**config.mk**
```make
export PLATFORM = sky130hd
export DESIGN_NAME = intersection_controller
export DESIGN_NICKNAME = d
export VERILOG_FILES = /design/src/rtl/traffic_pkg.sv /design/src/rtl/phase_timer.sv /design/src/rtl/intersection_controller.sv
export SDC_FILE = /design/constraint.sdc
export NUM_CORES = 1
export LEC_CHECK = 0
export BUFFER_PORTS_ARGS = -buffer_cell sky130_fd_sc_hd__buf_2
export CORE_MARGIN = 5
export CORE_UTILIZATION = 45
export CTS_CLUSTER_SIZE = 24
export DETAILED_ROUTE_END_ITERATION = 8
export GPL_ROUTABILITY_DRIVEN = 0
export PLACE_DENSITY = 0.72
export SYNTH_ARGS = -nofsm -noshare
export SYNTH_HDL_FRONTEND = slang
export SYNTH_SLANG_ARGS = --single-unit
```
**constraint.sdc**
```tcl
create_clock -name clk_1Hz -period 5.4 [get_ports clk_1Hz]
set_input_delay 0.27 -clock clk_1Hz [delete_from_list [all_inputs] [get_ports clk_1Hz]]
set_output_delay 0.27 -clock clk_1Hz [all_outputs]
set_load 0.01 [all_outputs]
```
**src/rtl/traffic_pkg.sv**
```systemverilog
// Shared types, default timings and lamp decoding for the intersection controller.
package traffic_pkg;

  localparam int DEF_N_PHASES     = 2;
  localparam int DEF_T_IDLE       = 6;
  localparam int DEF_T_ALL_RED    = 2;
  localparam int DEF_T_RED_YELLOW = 3;
  localparam int DEF_T_GREEN      = 20;
  localparam int DEF_T_MIN_GREEN  = 5;
  localparam int DEF_T_COUNTDOWN  = 9;
  localparam int DEF_T_GREEN_BLINK = 6;
  localparam int DEF_T_YELLOW     = 3;

  // Width of the per-state cycle timer and of the countdown display value.
  localparam int TIMER_W = 8;
  localparam int CD_W    = 4;

  typedef enum logic [2:0] {
    IDLE        = 3'd0,
    ALL_RED     = 3'd1,
    RED_YELLOW  = 3'd2,
    GREEN       = 3'd3,
    GREEN_BLINK = 3'd4,
    YELLOW      = 3'd5
  } state_e;

  // All lamps belonging to one phase / crossing.
  typedef struct packed {
    logic red;
    logic yellow;
    logic green;
    logic ped_red;
    logic ped_green;
  } lamp_vec_t;

  // Lamp pattern of one phase, from registered state only.
  function automatic lamp_vec_t decode_lamps(input state_e state, input logic is_active,
                                             input logic timer_odd, input logic blink);
    lamp_vec_t l;
    l = '0;
    case (state)
      IDLE: l.yellow = blink;
      ALL_RED: begin
        l.red     = 1'b1;
        l.ped_red = 1'b1;
      end
      RED_YELLOW: begin
        l.red     = 1'b1;
        l.yellow  = is_active;
        l.ped_red = 1'b1;
      end
      GREEN: begin
        l.red       = ~is_active;
        l.green     = is_active;
        l.ped_red   = ~is_active;
        l.ped_green = is_active;
      end
      GREEN_BLINK: begin
        l.red     = ~is_active;
        l.green   = is_active & ~timer_odd;
        l.ped_red = 1'b1;
      end
      YELLOW: begin
        l.red     = ~is_active;
        l.yellow  = is_active;
        l.ped_red = 1'b1;
      end
      default: l = '0;
    endcase
    return l;
  endfunction

endpackage

```
**src/rtl/phase_timer.sv**
```systemverilog
// Per-state cycle timer plus the loadable countdown shown on the display.
module phase_timer
  import traffic_pkg::*;
#(
  parameter int CD_LEN = DEF_T_COUNTDOWN
) (
  input  logic               clk_1Hz,
  input  logic               rst_n,
  input  logic               timer_clear,
  input  logic               cd_load,
  input  logic               cd_abort,
  output logic [TIMER_W-1:0] timer,
  output logic [CD_W-1:0]    countdown,
  output logic               countdown_valid,
  output logic               cd_done
);

  logic [TIMER_W-1:0] timer_q, timer_d;
  logic [CD_W-1:0]    cd_q, cd_d;
  logic               cd_valid_q, cd_valid_d;

  // Timer restarts from zero whenever the controller changes state or is held idle.
  always_comb begin
    timer_d = timer_clear ? '0 : timer_q + TIMER_W'(1);
  end

  // Countdown: abort wins, then load, then count down to zero and hold there.
  always_comb begin
    cd_d       = cd_q;
    cd_valid_d = cd_valid_q;
    if (cd_abort) begin
      cd_d       = '0;
      cd_valid_d = 1'b0;
    end else if (cd_load) begin
      cd_d       = CD_W'(CD_LEN - 1);
      cd_valid_d = 1'b1;
    end else if (cd_valid_q && (cd_q != '0)) begin
      cd_d = cd_q - CD_W'(1);
    end
  end

  // Timer and countdown registers.
  always_ff @(posedge clk_1Hz) begin
    if (!rst_n) begin
      timer_q    <= '0;
      cd_q       <= '0;
      cd_valid_q <= 1'b0;
    end else begin
      timer_q    <= timer_d;
      cd_q       <= cd_d;
      cd_valid_q <= cd_valid_d;
    end
  end

  assign timer           = timer_q;
  assign countdown       = cd_q;
  assign countdown_valid = cd_valid_q;
  assign cd_done         = cd_valid_q && (cd_q == '0);

endmodule

```
**src/rtl/intersection_controller.sv**
```systemverilog
// Round-robin traffic light controller with pedestrian-shortened green.
module intersection_controller
  import traffic_pkg::*;
#(
  parameter int N_PHASES      = DEF_N_PHASES,
  parameter int T_IDLE        = DEF_T_IDLE,
  parameter int T_ALL_RED     = DEF_T_ALL_RED,
  parameter int T_RED_YELLOW  = DEF_T_RED_YELLOW,
  parameter int T_GREEN       = DEF_T_GREEN,
  parameter int T_MIN_GREEN   = DEF_T_MIN_GREEN,
  parameter int T_COUNTDOWN   = DEF_T_COUNTDOWN,
  parameter int T_GREEN_BLINK = DEF_T_GREEN_BLINK,
  parameter int T_YELLOW      = DEF_T_YELLOW
) (
  input  logic                clk_1Hz,
  input  logic                rst_n,
  input  logic                enable,
  input  logic [N_PHASES-1:0] ped_req,
  output logic [N_PHASES-1:0] red,
  output logic [N_PHASES-1:0] yellow,
  output logic [N_PHASES-1:0] green,
  output logic [N_PHASES-1:0] ped_red,
  output logic [N_PHASES-1:0] ped_green,
  output logic [1:0]          active_phase,
  output logic [3:0]          countdown,
  output logic                countdown_valid
);

  state_e              state_q, state_d;
  logic [1:0]          active_phase_q, active_phase_d;
  logic [N_PHASES-1:0] pending_q, pending_d;
  logic                blink_q, blink_d;

  logic [TIMER_W-1:0]  timer;
  logic                cd_done, cd_load, cd_abort, timer_clear;
  logic [N_PHASES-1:0] active_onehot;
  logic                early_start, normal_start;
  lamp_vec_t           lamp;

  assign active_onehot = N_PHASES'(1) << active_phase_q;

  phase_timer #(
    .CD_LEN(T_COUNTDOWN)
  ) u_phase_timer (
    .clk_1Hz        (clk_1Hz),
    .rst_n          (rst_n),
    .timer_clear    (timer_clear),
    .cd_load        (cd_load),
    .cd_abort       (cd_abort),
    .timer          (timer),
    .countdown      (countdown),
    .countdown_valid(countdown_valid),
    .cd_done        (cd_done)
  );

  // Next state and phase advance; enable low or a bad encoding drops to IDLE.
  always_comb begin
    state_d        = state_q;
    active_phase_d = active_phase_q;
    if (!enable) begin
      state_d = IDLE;
    end else begin
      case (state_q)
        IDLE: begin
          if (timer == TIMER_W'(T_IDLE - 1)) begin
            state_d        = ALL_RED;
            active_phase_d = 2'd0;
          end
        end
        ALL_RED: begin
          if (timer == TIMER_W'(T_ALL_RED - 1)) state_d = RED_YELLOW;
        end
        RED_YELLOW: begin
          if (timer == TIMER_W'(T_RED_YELLOW - 1)) state_d = GREEN;
        end
        GREEN: begin
          if (cd_done) state_d = GREEN_BLINK;
        end
        GREEN_BLINK: begin
          if (timer == TIMER_W'(T_GREEN_BLINK - 1)) state_d = YELLOW;
        end
        YELLOW: begin
          if (timer == TIMER_W'(T_YELLOW - 1)) begin
            state_d        = ALL_RED;
            active_phase_d = (active_phase_q == 2'(N_PHASES - 1)) ? 2'd0 : active_phase_q + 2'd1;
          end
        end
        default: state_d = IDLE;
      endcase
    end
  end

  // Green always ends through the countdown; a waiting crossing just starts it early.
  always_comb begin
    early_start  = (|(pending_q & ~active_onehot)) && (timer >= TIMER_W'(T_MIN_GREEN));
    normal_start = (timer == TIMER_W'(T_GREEN - T_COUNTDOWN - 1));
    timer_clear  = !enable || (state_d != state_q);
    cd_abort     = (state_d != GREEN);
    cd_load      = (state_q == GREEN) && (state_d == GREEN) && !countdown_valid &&
                   (early_start || normal_start);
  end

  // Pedestrian requests latch until their phase turns green; a new request beats the clear.
  always_comb begin
    pending_d = pending_q;
    if (!enable) begin
      pending_d = '0;
    end else begin
      if ((state_q == RED_YELLOW) && (state_d == GREEN)) pending_d = pending_d & ~active_onehot;
      pending_d = pending_d | ped_req;
    end
  end

  // Idle blink starts dark on entry to IDLE and toggles each cycle spent there.
  always_comb begin
    blink_d = ((state_q == IDLE) && (state_d == IDLE)) ? ~blink_q : 1'b0;
  end

  // Controller state registers.
  always_ff @(posedge clk_1Hz) begin
    if (!rst_n) begin
      state_q        <= IDLE;
      active_phase_q <= 2'd0;
      pending_q      <= '0;
      blink_q        <= 1'b0;
    end else begin
      state_q        <= state_d;
      active_phase_q <= active_phase_d;
      pending_q      <= pending_d;
      blink_q        <= blink_d;
    end
  end

  // Lamps decoded purely from registered state, phase by phase.
  always_comb begin
    red       = '0;
    yellow    = '0;
    green     = '0;
    ped_red   = '0;
    ped_green = '0;
    lamp      = '0;
    for (int i = 0; i < N_PHASES; i++) begin
      lamp         = decode_lamps(state_q, active_onehot[i], timer[0], blink_q);
      red[i]       = lamp.red;
      yellow[i]    = lamp.yellow;
      green[i]     = lamp.green;
      ped_red[i]   = lamp.ped_red;
      ped_green[i] = lamp.ped_green;
    end
  end

  assign active_phase = active_phase_q;

endmodule

```
==> run summary <==
Status: finished, final reports clean
Number of max-cap violations: 0
Synth top area share: 31.8%
Post-Syn Nets: 166
Post-Syn Area: 0.00132 mm²
Largest net degree at the start of global routing: 17
# fillers: 262
Fin crit share: 41.2%
Clk buf depth: 2
Synth top cells by count: dfxtp_1 (21), nor2_1 (15), a21oi_1 (13), nor3_1 (12), nand2b_1 (8)
CP max FO: 16
Worst setup path start: state_q[1]
Clock period minus worst slack: 2.22 ns
Critical Path RT: 5.57 ns
Routed WL: 2.84 mm
Setup TNS: 0 ns
Critical-path top delay cell: dfxtp_1
Detail Placement HPWL: 2.19 mm
Area occupied by registers: 420 µm²
Worst path arrival time: 2.39 ns
Rel. slew slack: 59.9%
Clock-pin transition on the worst setup and hold timing paths: 0.12 ns
Routed Antenna Nets: 0
Hold path start: ped_req[0]
Seq cells post-synth: 21
Clk_lat worst skew: 0.31 ns
Hold_buf cts: 0
Prevailing post-synth register cell: dfxtp_1
Number of top-level pins: 22
Synth area leader: dfxtp_1
Final hold vios: 0
Crit path launch type: flip-flop
Die height: 64.2 µm
Number of library cell types mapped by synthesis: 45
Core area: 0.00278 mm²
Gate Count Post-Synth: 155
Routed vias/inst: 5.75
Die Area: 0.00413 mm²
Syn Area/Cell: 8.54 µm²
Vias in the first global route: 1058
Initial DRT Pass Iterations: 4
Largest family of logic cells by synthesized area: simple AND/OR/NAND/NOR gates
Multi-input gate area: 850 µm²
GRT Util Overall: 14.1%
Leak Pwr: 0.574 nW
Clk_skew: 0.0100 ns
Slowest stage delay, CP: 0.63 ns
Die Wd: 64.2 µm
Critical Path Sink Type: flip-flop
Post-synthesis adder-cell area fraction: 5.67%
Yosys warns: 0
Pwr Density: 178 mW/mm²
First-pass GRT wire length: 4.79 mm
CTS H-Tree Depth: 1
NumNets Final: 186
VDD IR max: 0.000165 V
Root Buffer: clkbuf_4
Crit-path cells: or3b_2 -> nor4_4 -> nor3_1 -> a211oi_2 -> nor3b_1
Layout cells sized above 1: 20.1%
DRC Markers: 0
Resized Gates After CTS: 0
Wire per inst: 13.8 µm
Worst min path class: input pin to flip-flop
Num Clock Sinks: 21
FP Rows: 19
Ranking of synthesized cells by area: dfxtp_1 (32%), ha_1 (5.7%), a21oi_1 (4.9%)
Post-synthesis mux area share: 1.51%
Post-synthesis sequential area ratio: 31.8%
# diodes: 0
Post-synth EDFFs: 0
CP Class: flip-flop to flip-flop
Area grow syn2layout: 10.5%
Tightest Pin Transition: 0.598 ns
DRT iter0 DRCs: 45
Most frequent cell after synthesis: dfxtp_1
Synth Area in XOR/XNOR: 5.95%
Share of flip-flops with an asynchronous set or reset: 0%
PortBufs: 21
Fmax: 450 MHz
Setup Viol. Count Final: 0
Routed vias: 1178
Reg2reg start: state_q[1]
CTS tree: done
GRT Residual Overflow: 0
R2R Setup Slk: 3.18 ns
Initial antenna violation count: 0
Max-slew violation count: 0
Initial Util: 47.6%
Post-CTS Repair Setup Buffers: 0
Final Util: 52.6%
Simple-gate share of the synthesized area: 33.8%
CTS Buf Count: 3
Synth Area in Compound Gates: 17.2%
RSZ-0062 raised after global routing: false
-- worst max-delay path, delay by kind of cell (launching register included) --
kind	cells	cell delay, ns
AOI/OAI and AO/OA	1	0.37
DFF	1	0.63
and+or+nand+nor	4	1.08
-- kinds of logic (layout without fill, tap and decap cells) --
| logic type | after synthesis | count (layout) |
|---|---|---|
| mux | 2 | 2 |
| compound gates | 33 | 33 |
| fa+ha+maj | 6 | 6 |
| flops | 21 | 21 |
| buf+inv | 12 | 31 |
| xor+xnor | 9 | 9 |
| simple gates | 72 | 72 |
-- worst paths after layout --
kind                             to  depth (start not counted)
max          u_phase_timer.timer[1]                          5
min                    pending_q[0]                          3
max reg2reg  u_phase_timer.timer[1]                          5
min reg2reg                 blink_q                          1
-- stage by stage --
step                hold slack (ns)  instance area [µm²]  instances  power (mW)  setup slack [ns]
global route                  0.166                 1460        205       0.273              3.07
global placement              0.428                 1440        201       0.187              3.34
floorplan                     0.387                 1320        155       0.179              3.53
CTS                           0.161                 1460        205       0.263              3.20
finish                        0.163                 1460        205       0.260              3.18
detailed placement            0.424                 1440        201       0.187              3.22
-- per-layer routing --
metal | track usage [%] | share of wire [%] | vias up
li1 | - | - | 595
met1 | 17.1 | 45 | 544
met2 | 22.6 | 46 | 33
met3 | 5.60 | 7.2 | 6
met4 | 4.58 | 1.9 | 0
met5 | 0 | 0 | -
-- sequential cells by signal (all words and copies together), names as in the netlist --
name,count
pending_q,2
u_phase_timer.countdown_valid,1
blink_q,1
active_phase,2
u_phase_timer.countdown,4
state_q,3
u_phase_timer.timer,8
-- layout make-up --
type | instances | area share (%)
tap | 31 | 2.65
timing repair buffer | 21 | 7.19
multi-input combinational | 122 | 58.1
inverter | 6 | 1.54
clock buffer | 4 | 1.80
sequential | 21 | 28.7
-- layout by cell type (no fill, tap or decap), types with 2 or more instances in the layout --
| cell | netlist | layout |
|---|---|---|
| nor3b_1 | 2 | 2 |
| a21o_1 | 4 | 4 |
| and2_1 | 2 | 2 |
| nand3_1 | 5 | 5 |
| dfxtp_1 | 21 | 21 |
| clkbuf_4 | 0 | 3 |
| nor3_1 | 12 | 12 |
| nand3b_1 | 3 | 3 |
| a21oi_1 | 13 | 13 |
| a21boi_0 | 3 | 3 |
| nand2_1 | 7 | 7 |
| nor2b_1 | 3 | 3 |
| o21ai_0 | 2 | 2 |
| inv_1 | 6 | 6 |
| xnor2_1 | 4 | 4 |
| xor2_1 | 5 | 5 |
| nor4_1 | 3 | 3 |
| mux2i_1 | 2 | 2 |
| nor2_1 | 15 | 15 |
| buf_2 | 1 | 21 |
| nand2b_1 | 8 | 8 |
| ha_1 | 6 | 6 |
| and3_1 | 2 | 2 |
-- where the power goes --
part	switching (mW)	internal, mW
clock	0.0475	0.0288
combinational	0.0126	0.00986
sequential	0.00385	0.157
total	0.0640	0.196
Power figures use the tool's default switching activity.
